### config.mk
export PLATFORM = sky130hd
export DESIGN_NAME = pipe_hazard_unit
export DESIGN_NICKNAME = d
export VERILOG_FILES = /design/src/rtl/pipe_hazard_unit.sv
export SDC_FILE = /design/constraint.sdc
export NUM_CORES = 1
export LEC_CHECK = 0
export ABC_AREA = 1
export CORE_ASPECT_RATIO = 2
export CORE_MARGIN = 5
export CORE_UTILIZATION = 60
export CTS_CLUSTER_DIAMETER = 30
export DETAILED_ROUTE_END_ITERATION = 8
export DONT_BUFFER_PORTS = 1
export MAX_ROUTING_LAYER = met4
export PLACE_DENSITY = 0.82
export SYNTH_ARGS = -nofsm -noshare
export SYNTH_HDL_FRONTEND = slang
export SYNTH_SLANG_ARGS = --single-unit
export TNS_END_PERCENT = 20
### constraint.sdc
create_clock -name clk -period 2.2 [get_ports clk]
set_clock_uncertainty 0.1 [all_clocks]
set_input_delay 0.44 -clock clk [delete_from_list [all_inputs] [get_ports clk]]
set_output_delay 0.44 -clock clk [all_outputs]
set_load 0.01 [all_outputs]
### src/rtl/pipe_hazard_unit.sv
// Hazard control for the 5-stage RV32 pipeline: forwarding selects, load-use
// stalls, branch flushes, multi-cycle memory freezes and saturating counters.

module hz_fwd_lane #(
  parameter int REG_AW = 5
) (
  input  logic [REG_AW-1:0] ex_rs,
  input  logic [REG_AW-1:0] id_rs,
  input  logic [REG_AW-1:0] mem_rd,
  input  logic              mem_regwrite,
  input  logic [REG_AW-1:0] wb_rd,
  input  logic              wb_regwrite,
  output logic [1:0]        fwd,
  output logic              byp
);
  logic mem_hit, wb_hit;

  always_comb begin
    mem_hit = mem_regwrite && (mem_rd != '0) && (mem_rd == ex_rs);
    wb_hit  = wb_regwrite  && (wb_rd  != '0) && (wb_rd  == ex_rs);
    fwd     = mem_hit ? 2'b10 : (wb_hit ? 2'b01 : 2'b00);
    byp     = wb_regwrite && (wb_rd != '0) && (wb_rd == id_rs);
  end
endmodule

module pipe_hazard_unit #(
  parameter int REG_AW  = 5,
  parameter int MEM_LAT = 1,
  parameter int CNT_W   = 16
) (
  input  logic              clk,
  input  logic              reset,
  input  logic [REG_AW-1:0] id_rs1,
  input  logic [REG_AW-1:0] id_rs2,
  input  logic              id_use_rs1,
  input  logic              id_use_rs2,
  input  logic [REG_AW-1:0] ex_rs1,
  input  logic [REG_AW-1:0] ex_rs2,
  input  logic [REG_AW-1:0] ex_rd,
  input  logic              ex_memread,
  input  logic [REG_AW-1:0] mem_rd,
  input  logic              mem_regwrite,
  input  logic              mem_access,
  input  logic              branch_taken,
  input  logic [REG_AW-1:0] wb_rd,
  input  logic              wb_regwrite,
  input  logic              cnt_clr,
  output logic [1:0]        fwd_a,
  output logic [1:0]        fwd_b,
  output logic              id_byp_a,
  output logic              id_byp_b,
  output logic              pc_en,
  output logic              ifid_en,
  output logic              idex_en,
  output logic              exmem_en,
  output logic              memwb_en,
  output logic              flush_ifid,
  output logic              bubble_idex,
  output logic              flush_exmem,
  output logic [CNT_W-1:0]  stall_cnt,
  output logic [CNT_W-1:0]  flush_cnt,
  output logic [CNT_W-1:0]  freeze_cnt
);
  localparam int NUM_OPS = 2;
  localparam logic [3:0] WC_INIT = 4'((MEM_LAT > 1) ? (MEM_LAT - 2) : 0);

  typedef enum logic {S_RUN, S_WAIT} state_e;

  logic [NUM_OPS-1:0][REG_AW-1:0] ex_rs_v, id_rs_v;
  logic [NUM_OPS-1:0][1:0]        fwd_v;
  logic [NUM_OPS-1:0]             byp_v;

  assign ex_rs_v = {ex_rs2, ex_rs1};
  assign id_rs_v = {id_rs2, id_rs1};

  for (genvar g = 0; g < NUM_OPS; g++) begin : g_op
    hz_fwd_lane #(.REG_AW(REG_AW)) u_lane (
      .ex_rs       (ex_rs_v[g]),
      .id_rs       (id_rs_v[g]),
      .mem_rd      (mem_rd),
      .mem_regwrite(mem_regwrite),
      .wb_rd       (wb_rd),
      .wb_regwrite (wb_regwrite),
      .fwd         (fwd_v[g]),
      .byp         (byp_v[g])
    );
  end

  state_e     state_q, state_d;
  logic [3:0] wc_q, wc_d;
  logic       freeze, lu, do_flush, do_stall;

  always_comb begin
    state_d = state_q;
    wc_d    = wc_q;
    freeze  = 1'b0;
    case (state_q)
      S_RUN: if ((MEM_LAT > 1) && mem_access) begin
        freeze  = 1'b1;
        state_d = S_WAIT;
        wc_d    = WC_INIT;
      end
      S_WAIT: if (wc_q != 4'd0) begin
        freeze = 1'b1;
        wc_d   = wc_q - 4'd1;
      end else begin
        state_d = S_RUN;
      end
      default: state_d = S_RUN;
    endcase
  end

  always_ff @(posedge clk or negedge reset) begin
    if (!reset) begin
      state_q <= S_RUN;
      wc_q    <= 4'd0;
    end else begin
      state_q <= state_d;
      wc_q    <= wc_d;
    end
  end

  always_comb begin
    lu = ex_memread && (ex_rd != '0) &&
         ((id_use_rs1 && (ex_rd == id_rs1)) || (id_use_rs2 && (ex_rd == id_rs2)));
    do_flush = branch_taken && !freeze;
    do_stall = lu && !branch_taken && !freeze;
  end

  // Everything is held at its pass-through value while reset is low.
  always_comb begin
    fwd_a       = 2'b00;
    fwd_b       = 2'b00;
    id_byp_a    = 1'b0;
    id_byp_b    = 1'b0;
    pc_en       = 1'b1;
    ifid_en     = 1'b1;
    idex_en     = 1'b1;
    exmem_en    = 1'b1;
    memwb_en    = 1'b1;
    flush_ifid  = 1'b0;
    bubble_idex = 1'b0;
    flush_exmem = 1'b0;
    if (reset) begin
      fwd_a    = fwd_v[0];
      fwd_b    = fwd_v[1];
      id_byp_a = byp_v[0];
      id_byp_b = byp_v[1];
      if (freeze) begin
        pc_en    = 1'b0;
        ifid_en  = 1'b0;
        idex_en  = 1'b0;
        exmem_en = 1'b0;
        memwb_en = 1'b0;
      end else if (do_flush) begin
        flush_ifid  = 1'b1;
        bubble_idex = 1'b1;
        flush_exmem = 1'b1;
      end else if (do_stall) begin
        pc_en       = 1'b0;
        ifid_en     = 1'b0;
        bubble_idex = 1'b1;
      end
    end
  end

  logic [CNT_W-1:0] stall_cnt_q, flush_cnt_q, freeze_cnt_q;
  logic [CNT_W-1:0] stall_cnt_d, flush_cnt_d, freeze_cnt_d;

  always_comb begin
    stall_cnt_d  = stall_cnt_q;
    flush_cnt_d  = flush_cnt_q;
    freeze_cnt_d = freeze_cnt_q;
    if (cnt_clr) begin
      stall_cnt_d  = '0;
      flush_cnt_d  = '0;
      freeze_cnt_d = '0;
    end else begin
      if (do_stall && (stall_cnt_q  != '1)) stall_cnt_d  = stall_cnt_q  + 1'b1;
      if (do_flush && (flush_cnt_q  != '1)) flush_cnt_d  = flush_cnt_q  + 1'b1;
      if (freeze   && (freeze_cnt_q != '1)) freeze_cnt_d = freeze_cnt_q + 1'b1;
    end
  end

  always_ff @(posedge clk or negedge reset) begin
    if (!reset) begin
      stall_cnt_q  <= '0;
      flush_cnt_q  <= '0;
      freeze_cnt_q <= '0;
    end else begin
      stall_cnt_q  <= stall_cnt_d;
      flush_cnt_q  <= flush_cnt_d;
      freeze_cnt_q <= freeze_cnt_d;
    end
  end

  assign stall_cnt  = stall_cnt_q;
  assign flush_cnt  = flush_cnt_q;
  assign freeze_cnt = freeze_cnt_q;
endmodule

### After elaboration in Yosys (flattened, before gate mapping)

Cells that the tools add are included.

| word-level totals | value |
|---|---|
| register bits | 53 |
| input port bits | 45 |
| output and inout bits | 62 |
| word-level logic and storage cells | 78 |

| operators by class | value |
|---|---|
| $add $sub $neg | 4 |
| eq/ne operators | 11 |
| mux-type cells | 29 |
| reduce and logical (&&, ||, !) cells | 29 |

Operator list:

| operator | count |
|---|---|
| 16-bit two-way mux | 6 |
| 16-bit by 1-bit adder with 16-bit output (second input constant) | 3 |
| 16-bit != test (second input constant) | 3 |
| 5-bit == test | 8 |
| 1-bit two-way mux | 19 |
| 1-bit logical AND | 18 |
| 5-bit nonzero test | 3 |
| 2-bit two-way mux | 4 |
| 2-bit nonzero test | 3 |
| 4-bit nonzero test | 1 |
| 4-bit by 1-bit subtractor with 4-bit output (second input constant) | 1 |
| 1-bit zero test | 2 |
| 2-bit AND reduction | 1 |
| 1-bit logical OR | 1 |

### Logic depth before layout (Yosys ltp)

Gate-level depths: netlist (run 1).

| logic depth | value |
|---|---|
| depth after elaboration | 10 |
| depth in mapped cells | 11 |
| mapped depth without buffers | 10 |

### By module

A second synthesis (run 1) with hierarchy kept.

| second synthesis, totals | value |
|---|---|
| cell total of the unflattened synthesis | 613 |
| area, all modules | 4159.0 um2 |

By module, submodules not included:

| module | instances | cells each | area each (um2) | seq. area each (um2) |
|---|---|---|---|---|
| pipe_hazard_unit | 1 | 513 | 3641.0 | 1326.3 |
| hz_fwd_lane | 2 | 50 | 259.0 | 0.0 |

### Worst setup path after synthesis (run 1)

Ideal clock, no wire load.

| path | value |
|---|---|
| path type | register to output |
| from | reg wc_q[0] |
| to | out pc_en |
| data arrival time | 1606 ps |
| required time | 1660 ps |
| path slack | 54 ps |
| cell stages (with the launch flop) | 11 |
| path buffers | 1 |
| cell sequence | dfrtp_1 -> inv_1 -> ha_1 -> nand2_2 -> o21ai_4 -> nand3_2 -> nor2_4 -> nand2_1 -> o21ai_0 -> inv_1 -> buf_4 |

| between the ends | value |
|---|---|
| word-level cells in the longest chain between the ends | 9 |
| elaborated cells between the ends (all ways) | 10 |
| those cells by class | 6 x mux; 4 x reduce/logical |

RTL lines:

| item | line | text |
|---|---|---|
| start: declaration | 90 | `logic [3:0] wc_q, wc_d;` |
| start signal: assignment | 119 | `wc_q <= wc_d;` |
| 4-bit nonzero test (*) | 103 | `S_WAIT: if (wc_q != 4'd0) begin` |
| 1-bit two-way mux (*) | 103 |  |
| 1-bit two-way mux (*) | 97 | `case (state_q)` |
| 1-bit zero test | 126, 127 |  |
| 1-bit logical AND | 127 | `do_stall = lu && !branch_taken && !freeze;` |
| 1-bit two-way mux (2 in series) | n/a |  |
| 1-bit two-way mux (*) (2 in series) | n/a |  |
| end: declaration | 52 | `output logic pc_en,` |

Mark *: on every way between the ends. The rest lies on a longest branch, timed or not.

### Final worst setup path (run 1)

| path | value |
|---|---|
| from | reg wc_q[1] |
| to | out pc_en |

The elaborated chain is that of the path after synthesis.

==> out/results.ini, run 1 <==
[synthesis]
synth_area_leaders = dfrtp_1, nand2_1, nand3_1
yosys.area.top_type = dfrtp_1
synth_nets = 620
yosysUniqueCellTypes = 36
seq_area_frac_synth_pct = 33.7
avgSynthCellArea_um2 = 6.89
synth_top_area_share_pct = 33.7
synth_area_um2 = 3940
synth_warnings = 0
ys_ff_latch = 53
netlist_instances = 571

[clock_tree]
clkSinkCount = 53
cts.path.max_buffers = 2
clk_transition_reported_paths_ns = 0.06
cts-root-buf = clkbuf_16
ctsHtreeMaxLevel = 2
cts_inserted_buffers = 5
cts_tree = yes
insertion_delay_ns = 0.29

[pwr]
powerDensity_nw_per_um2 = 469
power.leakage_nw = 2.06
peakVddDrop_v = 0.000279
total_power_mw = 2.05

[drt]
routed_wl_mm = 10.7
drc = 0
avgRoutedWirePerCell_um = 15.8
firstDrtPassIters = 5
viasPerCell = 5.69
drtIter0Drc = 244
vias = 3858
ant_nets = 0

[cells_and_area]
fin_area_um2 = 4370
area.growth.synth_to_final_pct = 11.1
fin_util_pct = 68.7
diodes = 0
final_net_count = 640
drive_gt1_share_pct = 12.2
multi_input_area_um2 = 2300
fin_cells = 678
num-fill-cells = 579
ff_latch_area_um2 = 1330

[sta]
rsz0062_at_grt = yes
final_hold_viol_count = 0
holdWs_ns = 0.115
finalSetupTns_ns = -0.0105
setup_viol = 2
tightest_slew_ns = 0.538
fin_ws_ns = -0.00531
timing.slew.headroom_pct = 63.8
min_period_ns = 2.21
min_period_over_period_pct = 100
max_freq_ghz = 0.453
drv_slew = 0

[worst_setup_path]
required_ns = 1.66
worst_setup_path_start_kind = flop
path_depth = 9
cp_data_arrival_time_ns = 1.67
timing.critical_path.mode_cell = inv_2
path_cells = inv_2 -> ha_4 -> nand2_4 -> o21ai_4 -> nand3_2 -> nor2_4 -> nand2_2 -> o21ai_2 -> inv_2
critPathTopFamily = flip-flops
end_kind = output port
critPathBufInv = 2
critPathMaxStageDelay_ns = 0.40
reg2regPathDepth = 9
critPathSlowestCell = dfrtp_1
path_max_fanout = 3
critical_path_class = reg2out
worst-r2r-setup-slack_ns = 0.15

[floorplan]
rows = 41
die_h_um = 125
die_x_um = 67.3
io-pin-count = 107
dieArea_um2 = 8380
core-area_um2 = 6360
start_util_pct = 61.9

[global_route]
grt_start_max_net_pins = 54
grt.overflow.total = 0
grtUsageTotal_pct = 27.0
grt_pass1_vias = 3827
grt_pass1_wl_mm = 17.4
grt_antenna_before_repair = 0

[placement]
globalplace.congestion = 0.886
port_buffers = 0
dp.cells = 662
post-place-ws_ns = 0.0359
post-dp-hpwl_mm = 8.04
placed_cell_area_um2 = 4100

[outcome]
status = finished, violations left
failed_checks = setup timing

[min_path]
min_path_cells = 1
min_path_type = in2reg

[flow_run]
drv_cap = 0

where the power goes:
part	internal (mW)	leakage, nW	switching [mW]
Clock	0.483	0.0799	0.348
Sequential	0.984	0.737	0.00895
Combinational	0.0906	1.24	0.138
Total	1.56	2.06	0.495
routing by layer:
metal,share of wire (%),global-route usage (%),wire length [um],vias up
li1,-,-,-,1878
met2,55,48.1,5940,173
met1,34,27.4,3610,1786
met4,2.4,9.69,255,0
met5,0,-,0,-
met3,8.4,6.68,901,21
placed cells by master, fill, tap and decap left out, drive strengths merged, types with 4 or more instances in the layout:
master  Yosys  routed
buf        10      30
inv        58      58
o21ai      22      22
nor2       78      78
nand4      16      16
ha          4       4
dfrtp      53      53
clkbuf      8       7
xor2       23      23
nor3b       6       6
nand3      59      59
nor3       18      18
xnor2      19      19
a21oi      12      12
nand2     170     170
worst paths after layout:
check | endpoint | from
max in group asynchronous | stall_cnt[6]$_DFFE_PN0P_ | reset
min in group asynchronous | freeze_cnt[12]$_DFFE_PN0P_ | reset
setup reg to reg | freeze_cnt[6]$_DFFE_PN0P_ | freeze_cnt[1]$_DFFE_PN0P_
hold / removal | freeze_cnt[0]$_DFFE_PN0P_ | cnt_clr
hold reg to reg | wc_q[1]$_DFFE_PN0P_ | wc_q[1]$_DFFE_PN0P_
setup / recovery | pc_en | wc_q[1]$_DFFE_PN0P_
timing repair:
action                                 in CTS  in global routing
setup endpoints to repair                   8                  9
endpoints found under the hold margin      53                  0
hold buffers                                2                  0
setup buffers                               3                  3
gates resized for setup                    13                  0
pin swaps                                   4                  6
flip-flops by register name, summed over array words and instances (netlist names):
register and count:
flush_cnt 16, freeze_cnt 16, stall_cnt 16, state_q 1, wc_q 4
kinds of logic after synthesis:
logic type               Yosys count  share of synthesized area (%)
AO/OA/AOI/OAI                     44                           6.61
XOR/XNOR                          42                           9.35
adder cells (fa/ha/maj)            4                           1.27
buffers and inverters             76                           8.58
flip-flops                        53                           33.7
AND/OR/NAND/NOR                  352                           40.5
area by class of cell:
type                       instances  share of cell area (%)
clock buffer                       7                    3.49
clock inverter                     1                   0.114
inverter                          58                    4.98
multi-input combinational        442                    52.7
sequential                        53                    30.3
tap                               86                    2.46
timing repair buffer              31                    5.92
cells in the mapped netlist:
library cell,count
nand2_1,164
nor2_1,72
nand3_1,57
dfrtp_1,53
inv_1,52
xor2_1,23
xnor2_1,19
nor3_1,16
nand4_1,15
o21ai_0,15
a21oi_1,12
clkbuf_1,8
inv_2,6
nor3b_1,6
o21ai_1,6
buf_6,5
nor2_4,5
buf_4,4
ha_1,4
nand2_2,4
nor4_1,3
o2111ai_1,3
nand2_4,2
nor3_2,2
o211ai_1,2
o21bai_1,2
o31ai_1,2
buf_1,1
nand3_2,1
nand3_4,1
nand3b_1,1
nand4_2,1
nor2_2,1
o21a_1,1
o21ai_4,1
or2_2,1
Power figures use the tool's default switching activity.
==> run 2: changes to the inputs <==
--- a/config.mk
+++ b/config.mk
@@ -8,12 +8,13 @@
 export ABC_AREA = 1
 export CORE_ASPECT_RATIO = 2
 export CORE_MARGIN = 5
-export CORE_UTILIZATION = 60
+export CORE_UTILIZATION = 40
 export CTS_CLUSTER_DIAMETER = 30
 export DETAILED_ROUTE_END_ITERATION = 8
 export DONT_BUFFER_PORTS = 1
+export HOLD_SLACK_MARGIN = 0.12
 export MAX_ROUTING_LAYER = met4
-export PLACE_DENSITY = 0.82
+export PLACE_DENSITY = 0.6
 export SYNTH_ARGS = -nofsm -noshare
 export SYNTH_HDL_FRONTEND = slang
 export SYNTH_SLANG_ARGS = --single-unit
==> run 2 against run 1 <==
Effect of this change:
- the run still ends with setup timing left
- first-iteration DRC count is 39% lower
- worst setup slack worse by 0.015 ns
- non-clock buffer count is 2 higher
- total power is 3.7% higher
- global-route usage is 7.1 points lower
- critical path depth stayed put
- core utilization is 23 points lower
- sequential power hardly changed
- largest power group unchanged
==> out/results.ini, run 2 (synthesized netlist as in run 1, its figures left out) <==
[global_route]
grt_pass1_vias = 4037  ; was 3827
grt.overflow.total = 0  ; unchanged
grt_antenna_before_repair = 0  ; unchanged
grtUsageTotal_pct = 19.9  ; was 27.0%
grt_start_max_net_pins = 54  ; unchanged
grt_pass1_wl_mm = 18.3  ; was 17.4 mm

[clock_tree]
clk_transition_reported_paths_ns = 0.07  ; was 0.06 ns
cts.path.max_buffers = 2  ; unchanged
insertion_delay_ns = 0.30  ; was 0.29 ns
clkSinkCount = 53  ; unchanged
cts_tree = yes  ; unchanged
ctsHtreeMaxLevel = 2  ; unchanged
cts_inserted_buffers = 5  ; unchanged
cts-root-buf = clkbuf_16  ; unchanged

[worst_setup_path]
cp_data_arrival_time_ns = 1.68  ; was 1.67 ns
path_cells = inv_2 -> ha_4 -> nand2_4 -> o21ai_4 -> nand3_2 -> nor2_4 -> nand2_4 -> o21ai_2 -> inv_2  ; was inv_2 -> ha_4 -> nand2_4 -> o21ai_4 -> nand3_2 -> nor2_4 -> nand2_2 -> o21ai_2 -> inv_2
worst_setup_path_start_kind = flop  ; unchanged
end_kind = output port  ; unchanged
path_max_fanout = 3  ; unchanged
critPathBufInv = 2  ; unchanged
required_ns = 1.66  ; about the same
critPathMaxStageDelay_ns = 0.39  ; was 0.40 ns
critPathTopFamily = simple AND/OR/NAND/NOR gates  ; was flip-flops
critPathSlowestCell = dfrtp_1  ; unchanged
critical_path_class = reg2out  ; unchanged

[flow_run]
drv_cap = 0  ; unchanged

[sta]
drv_slew = 0  ; unchanged
min_period_over_period_pct = 101  ; was 100%
holdWs_ns = 0.158  ; was 0.115 ns
max_freq_ghz = 0.450  ; was 0.453 GHz
setup_viol = 3  ; was 2
tightest_slew_ns = 0.538  ; about the same
rsz0062_at_grt = yes  ; unchanged
fin_ws_ns = -0.0199  ; was -0.00531 ns
final_hold_viol_count = 0  ; unchanged
min_period_ns = 2.22  ; was 2.21 ns
timing.slew.headroom_pct = 63.9  ; was 63.8%

[pwr]
power.leakage_nw = 2.08  ; was 2.06 nW
total_power_mw = 2.13  ; was 2.05 mW
powerDensity_nw_per_um2 = 475  ; was 469 nW/um2
peakVddDrop_v = 0.000247  ; was 0.000279 V

[drt]
viasPerCell = 5.32  ; was 5.69
ant_nets = 0  ; unchanged
routed_wl_mm = 11.4  ; was 10.7 mm
drtIter0Drc = 148  ; was 244
vias = 3862  ; was 3858
firstDrtPassIters = 4  ; was 5
avgRoutedWirePerCell_um = 15.7  ; was 15.8 um
drc = 0  ; unchanged

[floorplan]
start_util_pct = 40.6  ; was 61.9%
io-pin-count = 107  ; unchanged
rows = 51  ; was 41
die_x_um = 80.1  ; was 67.3 um
core-area_um2 = 9700  ; was 6360 um2
die_h_um = 150  ; was 125 um
dieArea_um2 = 12000  ; was 8380 um2

[cells_and_area]
final_cell_mix = nand2_1, nor2_1, nand3_1  ; unchanged
diodes = 0  ; unchanged
drive_gt1_share_pct = 12.3  ; was 12.2%
num-fill-cells = 1032  ; was 579
final_net_count = 642  ; was 640
area.growth.synth_to_final_pct = 13.8  ; was 11.1%
final_common_cell = nand2_1  ; unchanged
fin_util_pct = 46.2  ; was 68.7%

[placement]
port_buffers = 0  ; unchanged
post-place-ws_ns = 0.161  ; was 0.0359 ns
globalplace.congestion = 0.873  ; was 0.886
post-dp-hpwl_mm = 8.77  ; was 8.04 mm

[outcome]
status = finished, violations left  ; unchanged
failed_checks = setup timing  ; unchanged

[min_path]
min_path_type = in2reg  ; unchanged

## run 2: cell types whose count changed in the layout (fill, tap and decap cells not counted), sizes merged
cell / before / now
clkbuf: 7 / 5
buf: 30 / 31
bufinv: 0 / 1
clkinvlp: 0 / 1
dlygate4sd3: 1 / 2
## run 2: final timing paths
path	from	end	slack (ns)	cells past startpoint
max reg2reg	wc_q[1]$_DFFE_PN0P_	stall_cnt[3]$_DFFE_PN0P_	0.19	12
max in group asynchronous	reset	flush_cnt[9]$_DFFE_PN0P_	1.17	2
min in group asynchronous	reset	flush_cnt[7]$_DFFE_PN0P_	0.58	2
min	cnt_clr	freeze_cnt[6]$_DFFE_PN0P_	0.16	1
min reg2reg	wc_q[2]$_DFFE_PN0P_	wc_q[2]$_DFFE_PN0P_	0.41	2
max	wc_q[1]$_DFFE_PN0P_	pc_en	-0.02	9
## run 2: metrics by stage
stage | instance area [um2] | std cells | TNS [ns]
floorplan | 3940 | 571 | 0
CTS | 4420 | 722 | -0.321
detailed placement | 4180 | 711 | 0
global route | 4480 | 726 | -0.368
finish | 4480 | 726 | -0.0439
global placement | 4180 | 711 | 0
## run 2: what timing repair did
| item | in CTS | in global routing |
|---|---|---|
| hold buffers | 3 | 0 |
| gates resized for setup | 9 | 8 |
| hold endpoints to repair | 55 | 0 |
| setup buffers | 0 | 4 |
| endpoints found under the setup margin | 8 | 8 |
| pin swaps | 2 | 4 |
## run 2: area by class of cell
cell class                 instances  area, um2  share of cell area, %
multi-input combinational        442       2310                   51.7
clock buffer                       5        125                   2.79
tap                              132        165                   3.69
inverter                          58        220                   4.92
sequential                        53       1330                   29.6
clock inverter                     3       46.3                   1.03
timing repair buffer              33        280                   6.26
## run 2: power by group
group / leakage [nW] / internal, mW / total, mW / switching [mW]
clock: 0.0800 / 0.539 / 0.908 / 0.369
combinational: 1.26 / 0.0902 / 0.224 / 0.134
sequential: 0.737 / 0.984 / 0.996 / 0.0129
total: 2.08 / 1.61 / 2.13 / 0.515
## run 2: routing by layer
layer  GRT usage (%)  wire (um)
met2            38.5       6510
met3            4.13        732
met1            17.7       3840
met5               -          0
met4            9.48        308
